$ cat config.mk
export PLATFORM = sky130hd
export DESIGN_NAME = sequential_subtractor
export DESIGN_NICKNAME = d
export VERILOG_FILES = /design/src/rtl/sequential_subtractor.sv
export SDC_FILE = /design/constraint.sdc
export NUM_CORES = 1
export LEC_CHECK = 0
export CAP_MARGIN = 25
export CORE_MARGIN = 3
export CORE_UTILIZATION = 50
export DETAILED_ROUTE_END_ITERATION = 12
export PLACE_DENSITY = 0.89
export SLEW_MARGIN = 20
export SYNTH_ARGS = -nofsm -noshare
export SYNTH_HDL_FRONTEND = slang
export SYNTH_SLANG_ARGS = --single-unit
$ cat constraint.sdc
create_clock -name clk -period 8.7 [get_ports clk]
set_input_delay 1.305 -clock clk [delete_from_list [all_inputs] [get_ports clk]]
set_output_delay 1.305 -clock clk [all_outputs]
set_load 0.05 [all_outputs]
$ cat src/rtl/sequential_subtractor.sv
// sequential_subtractor
//   Multi-cycle WIDTH-bit subtractor computing res = a - b one CHUNK-bit slice per cycle,
//   LSB slice first, as a + ~b + 1 with the borrow chain held in a 1-bit carry register.
//   Shares the start/ready handshake of the byte-serial adder.
//
// Ports
//   clk       in   1      clock, all state updates on posedge
//   rst       in   1      synchronous active-low reset
//   a         in   WIDTH  minuend, sampled when start is accepted
//   b         in   WIDTH  subtrahend, sampled when start is accepted
//   start     in   1      request, accepted only in idle
//   res       out  WIDTH  difference, valid while ready is high
//   borrow    out  1      unsigned underflow (a < b)
//   overflow  out  1      signed two's-complement overflow
//   ready     out  1      one-cycle pulse when res/borrow/overflow are valid
//
// WIDTH must be a multiple of CHUNK.
module sequential_subtractor #(
  parameter int unsigned WIDTH = 32,
  parameter int unsigned CHUNK = 8
) (
  input  logic             clk,
  input  logic             rst,
  input  logic [WIDTH-1:0] a,
  input  logic [WIDTH-1:0] b,
  input  logic             start,
  output logic [WIDTH-1:0] res,
  output logic             borrow,
  output logic             overflow,
  output logic             ready
);

  localparam int unsigned NSLICE = WIDTH / CHUNK;
  // Keep the counter at least 1 bit wide so NSLICE == 1 still elaborates.
  localparam int unsigned CntW = (NSLICE > 1) ? $clog2(NSLICE) : 1;
  localparam logic [CntW-1:0] LastCnt = CntW'(NSLICE - 1);

  typedef enum logic [1:0] {StIdle, StSub, StDone} state_e;

  state_e            state_q;
  logic [CntW-1:0]   cnt_q;
  logic              carry_q;
  logic [WIDTH-1:0]  a_q;
  logic [WIDTH-1:0]  b_q;
  logic [WIDTH-1:0]  res_q;
  logic              borrow_q;
  logic              overflow_q;

  logic [CHUNK-1:0]  a_sl;
  logic [CHUNK-1:0]  b_sl;
  logic [CHUNK:0]    sum;

  // One slice of a + ~b + carry; sum[CHUNK] is the carry out (borrow = ~carry).
  always_comb begin
    a_sl = a_q[cnt_q*CHUNK +: CHUNK];
    b_sl = b_q[cnt_q*CHUNK +: CHUNK];
    sum  = {1'b0, a_sl} + {1'b0, ~b_sl} + {{CHUNK{1'b0}}, carry_q};
  end

  always_ff @(posedge clk) begin
    if (!rst) begin
      state_q    <= StIdle;
      cnt_q      <= '0;
      carry_q    <= 1'b0;
      a_q        <= '0;
      b_q        <= '0;
      res_q      <= '0;
      borrow_q   <= 1'b0;
      overflow_q <= 1'b0;
    end else begin
      case (state_q)
        StIdle: begin
          if (start) begin
            a_q     <= a;
            b_q     <= b;
            cnt_q   <= '0;
            carry_q <= 1'b1;
            state_q <= StSub;
          end
        end
        StSub: begin
          res_q[cnt_q*CHUNK +: CHUNK] <= sum[CHUNK-1:0];
          carry_q                     <= sum[CHUNK];
          cnt_q                       <= cnt_q + 1'b1;
          if (cnt_q == LastCnt) begin
            state_q    <= StDone;
            borrow_q   <= ~sum[CHUNK];
            // Signed overflow: operand signs differ and result sign differs from a.
            overflow_q <= (a_q[WIDTH-1] != b_q[WIDTH-1]) && (sum[CHUNK-1] != a_q[WIDTH-1]);
          end
        end
        StDone: begin
          state_q <= StIdle;
        end
        default: begin
          state_q <= StIdle;
        end
      endcase
    end
  end

  assign res      = res_q;
  assign borrow   = borrow_q;
  assign overflow = overflow_q;
  assign ready    = (state_q == StDone);

endmodule

==> summary.md <==
| Metric | Value |
|---|---|
| Final Cycle Share | `43.5%` |
| Post-DR wirelength/cell | `16.3 um` |
| Pleak | `2.14 nW` |
| Setup crit end kind | `flip-flop` |
| Final Util | `68.2%` |
| Chip height | `101 um` |
| CTS tree | `done` |
| Min Hold Slack | `457 ps` |
| CP max-delay cell | `dfxtp_1` |
| H-Tree Depth | `3` |
| Buffer depth of the longest clock path | `2` |
| # IOs | `102` |
| Worst Setup Start Kind | `flip-flop` |
| Grt ovf | `0` |
| Final hold vios | `0` |
| First-pass GRT wire length | `18.9 mm` |
| Max cap viols | `0` |
| Synth Instances | `526` |
| PostCTS Resize Cnt | `0` |
| Critical Path AT | `4110 ps` |
| Setup TNS | `0 ps` |
| Commonest non-fill, non-tap cell in the layout | `nand2_1` |
| Worst Skew | `7.67 ps` |
| Synthesized Nets | `608` |
| Final setup viols | `0` |
| Drt drc | `0` |
| Die X | `101 um` |
| Status | `completed` |
| Number of I/O port buffers | `101` |
| Power per cell area | `181 nW/um2` |
| Register area | `2060 um2` |
| Share of layout cells above drive strength 1 | `6.82%` |
| Rows | `33` |
| Crit-path max FO | `16` |
| Core ar. | `8460 um2` |
| Routability cong. | `0.888` |
| Critical Path Max Stage Delay | `790 ps` |
| GRT Total Usage | `23.7%` |
| Worst path required time | `9020 ps` |
| Setup repair bufs after CTS | `0` |
| Setup CP Type | `reg2reg` |
| Crit-path cells | `buf_4 -> mux4_2 -> fa_1 -> fa_1 -> nor2b_1 -> o31a_1 -> o221ai_1 -> a21boi_0 -> o31a_1` |
| Final WL | `11.8 mm` |
| Worst-margin pin slew | `992 ps` |
| Initial DRC Count | `236` |
| Vias in the first global route | `3867` |
| DRT Pass-1 Iters | `5` |
| Register area share after synthesis | `45.9%` |
| Via count | `4048` |
| Die area | `10200 um2` |
| Fill cell count | `659` |
| Initial antenna violation count | `0` |
| Syn Area/Cell | `8.54 um2` |
| Hold_buf cts | `0` |
| Inserted Clock Buffers | `9` |
| Worst Hold Class | `reg2reg` |
| Sink Count | `103` |
| Post-synthesis cell area | `4490 um2` |
| Most frequent cells in the layout | `145 x nand2_1, 103 x dfxtp_1, 101 x clkdlybuf4s50_1` |
| Synth area leaders | `dfxtp_1 46%, nand2_1 12%, a21oi_1 8.6%` |
| Post-route insts no fill | `721` |
| Post-route ant nets | `0` |
| Area of the multi-input gates | `2260 um2` |
| Post-synth top area share | `45.9%` |
| Yosys reg bits | `103` |
| Initial core utilization | `53.1%` |
| Minimum clock period | `3790 ps` |
| Area leader, netlist | `dfxtp_1` |
| Area Growth Syn to Fin | `28.4%` |
| Synth cell types | `44` |
| Syn. warnings | `0` |
| Worst-Skew Late Latency | `370 ps` |
| Final max-slew violation count | `0` |
| Via density | `5.61` |
| Detailed placement HPWL | `8.67 mm` |
| Fmax | `0.264 GHz` |
| Dpl cells | `705` |
| Clk Tree Root Cell | `clkbuf_8` |
| RSZ-0062 raised after global routing | `false` |
| Clock slew at reported path FFs | `100 ps` |
| Max_slew headroom | `33.8%` |
| Nets | `693` |
| Worst VDD drop | `0.0926 mV` |
| # diodes | `0` |
| Largest net degree at the start of global routing | `101` |
==> sequential cells by signal, summed over array words and instances (netlist names) <==
signal,cells
carry_q,1
res,32
overflow,1
a_q,32
b_q,32
borrow,1
cnt_q,2
state_q,2
==> kinds of logic after synthesis <==
logic type,Yosys count,synth area share [%]
buffers and inverters,47,4.01
DFF,103,45.9
muxes,17,8.24
adders and majority gates,15,4.51
xor gates and xnor gates,1,0.195
and+or+nand+nor,219,20.5
AOI/OAI and AO/OA,124,16.7
==> cell type report <==
type / count / area share (%)
clock buffers: 10 / 2.21
repair buffers: 104 / 17.9
multi-input cells: 376 / 39.2
clock inverters: 6 / 1.63
flip-flops and latches: 103 / 35.7
inverters: 17 / 1.11
well taps: 105 / 2.28
==> routing by layer <==
metal  share of wire (%)  vias to the layer above  GRT usage (%)  wire, um
met1                  42                     1886           32.0      4980
met2                  49                      173           38.3      5770
met3                 6.3                       23           4.43       739
li1                    -                     1966              -         -
met4                 2.1                        0           7.98       252
met5                   0                        -              0         0
==> stage by stage <==
step	instance area, um2	worst slack (ps)	power, W
2_1_floorplan	4490	5460	0.000645
3_3_place_gp	5550	5080	0.000717
3_5_place_dp	5550	4960	0.000723
4_1_cts	5770	4930	0.00105
5_1_grt	5770	4640	0.00109
6_report	5770	4910	0.00105
==> synthesized netlist by cell type <==
| cell | instances |
|---|---|
| xnor2_1 | 1 |
| a311oi_1 | 2 |
| a31oi_1 | 1 |
| and2b_2 | 1 |
| or3_4 | 1 |
| nand2_4 | 1 |
| or3b_2 | 2 |
| buf_1 | 4 |
| a211o_1 | 1 |
| nor2_1 | 41 |
| nor3b_1 | 1 |
| a22oi_1 | 5 |
| buf_2 | 3 |
| a32oi_1 | 8 |
| dfxtp_1 | 103 |
| or2_2 | 1 |
| o21a_1 | 1 |
| o211a_1 | 1 |
| nand4_1 | 3 |
| ha_1 | 13 |
| nor4_1 | 1 |
| or3_1 | 5 |
| mux4_2 | 16 |
| a2111oi_0 | 1 |
| inv_1 | 16 |
| nor3_1 | 5 |
| o21bai_1 | 1 |
| or4b_1 | 1 |
| nand2_1 | 145 |
| o211ai_1 | 1 |
| a21boi_0 | 1 |
| and2_1 | 3 |
| nand2b_1 | 4 |
| a21o_1 | 4 |
| o21ai_0 | 8 |
| mux2i_1 | 1 |
| o31a_1 | 3 |
| a21oi_1 | 77 |
| a2bb2oi_1 | 8 |
| fa_1 | 2 |
| o221ai_1 | 1 |
| clkbuf_1 | 23 |
| inv_2 | 1 |
| nor2b_1 | 4 |
==> worst max-delay path, delay by kind of cell (launching register included) <==
family | cells | cell delay [ps]
and+or+nand+nor | 1 | 150
adders and majority gates | 2 | 820
DFF | 1 | 790
AOI/OAI and AO/OA | 4 | 1060
buffers and inverters | 1 | 350
muxes | 1 | 550
==> where the power goes <==
| part | switching [W] | total [W] | internal (W) |
|---|---|---|---|
| combinational | 0.000113 | 0.000205 | 0.0000915 |
| clock | 0.000168 | 0.000333 | 0.000164 |
| sequential | 0.0000165 | 0.000510 | 0.000493 |
==> worst paths after layout <==
| kind | cells past startpoint | startpoint | slack (ps) | end |
|---|---|---|---|---|
| max reg2reg | 9 | cnt_q[0]$_SDFFE_PN0P_ | 4910 | carry_q$_SDFFE_PN0P_ |
| min | 2 | res[7]$_SDFFE_PN0P_ | 460 | res[7]$_SDFFE_PN0P_ |
| min reg2reg | 2 | res[7]$_SDFFE_PN0P_ | 460 | res[7]$_SDFFE_PN0P_ |
| max | 9 | cnt_q[0]$_SDFFE_PN0P_ | 4910 | carry_q$_SDFFE_PN0P_ |
Note: power is estimated with default switching activity, not from simulation.
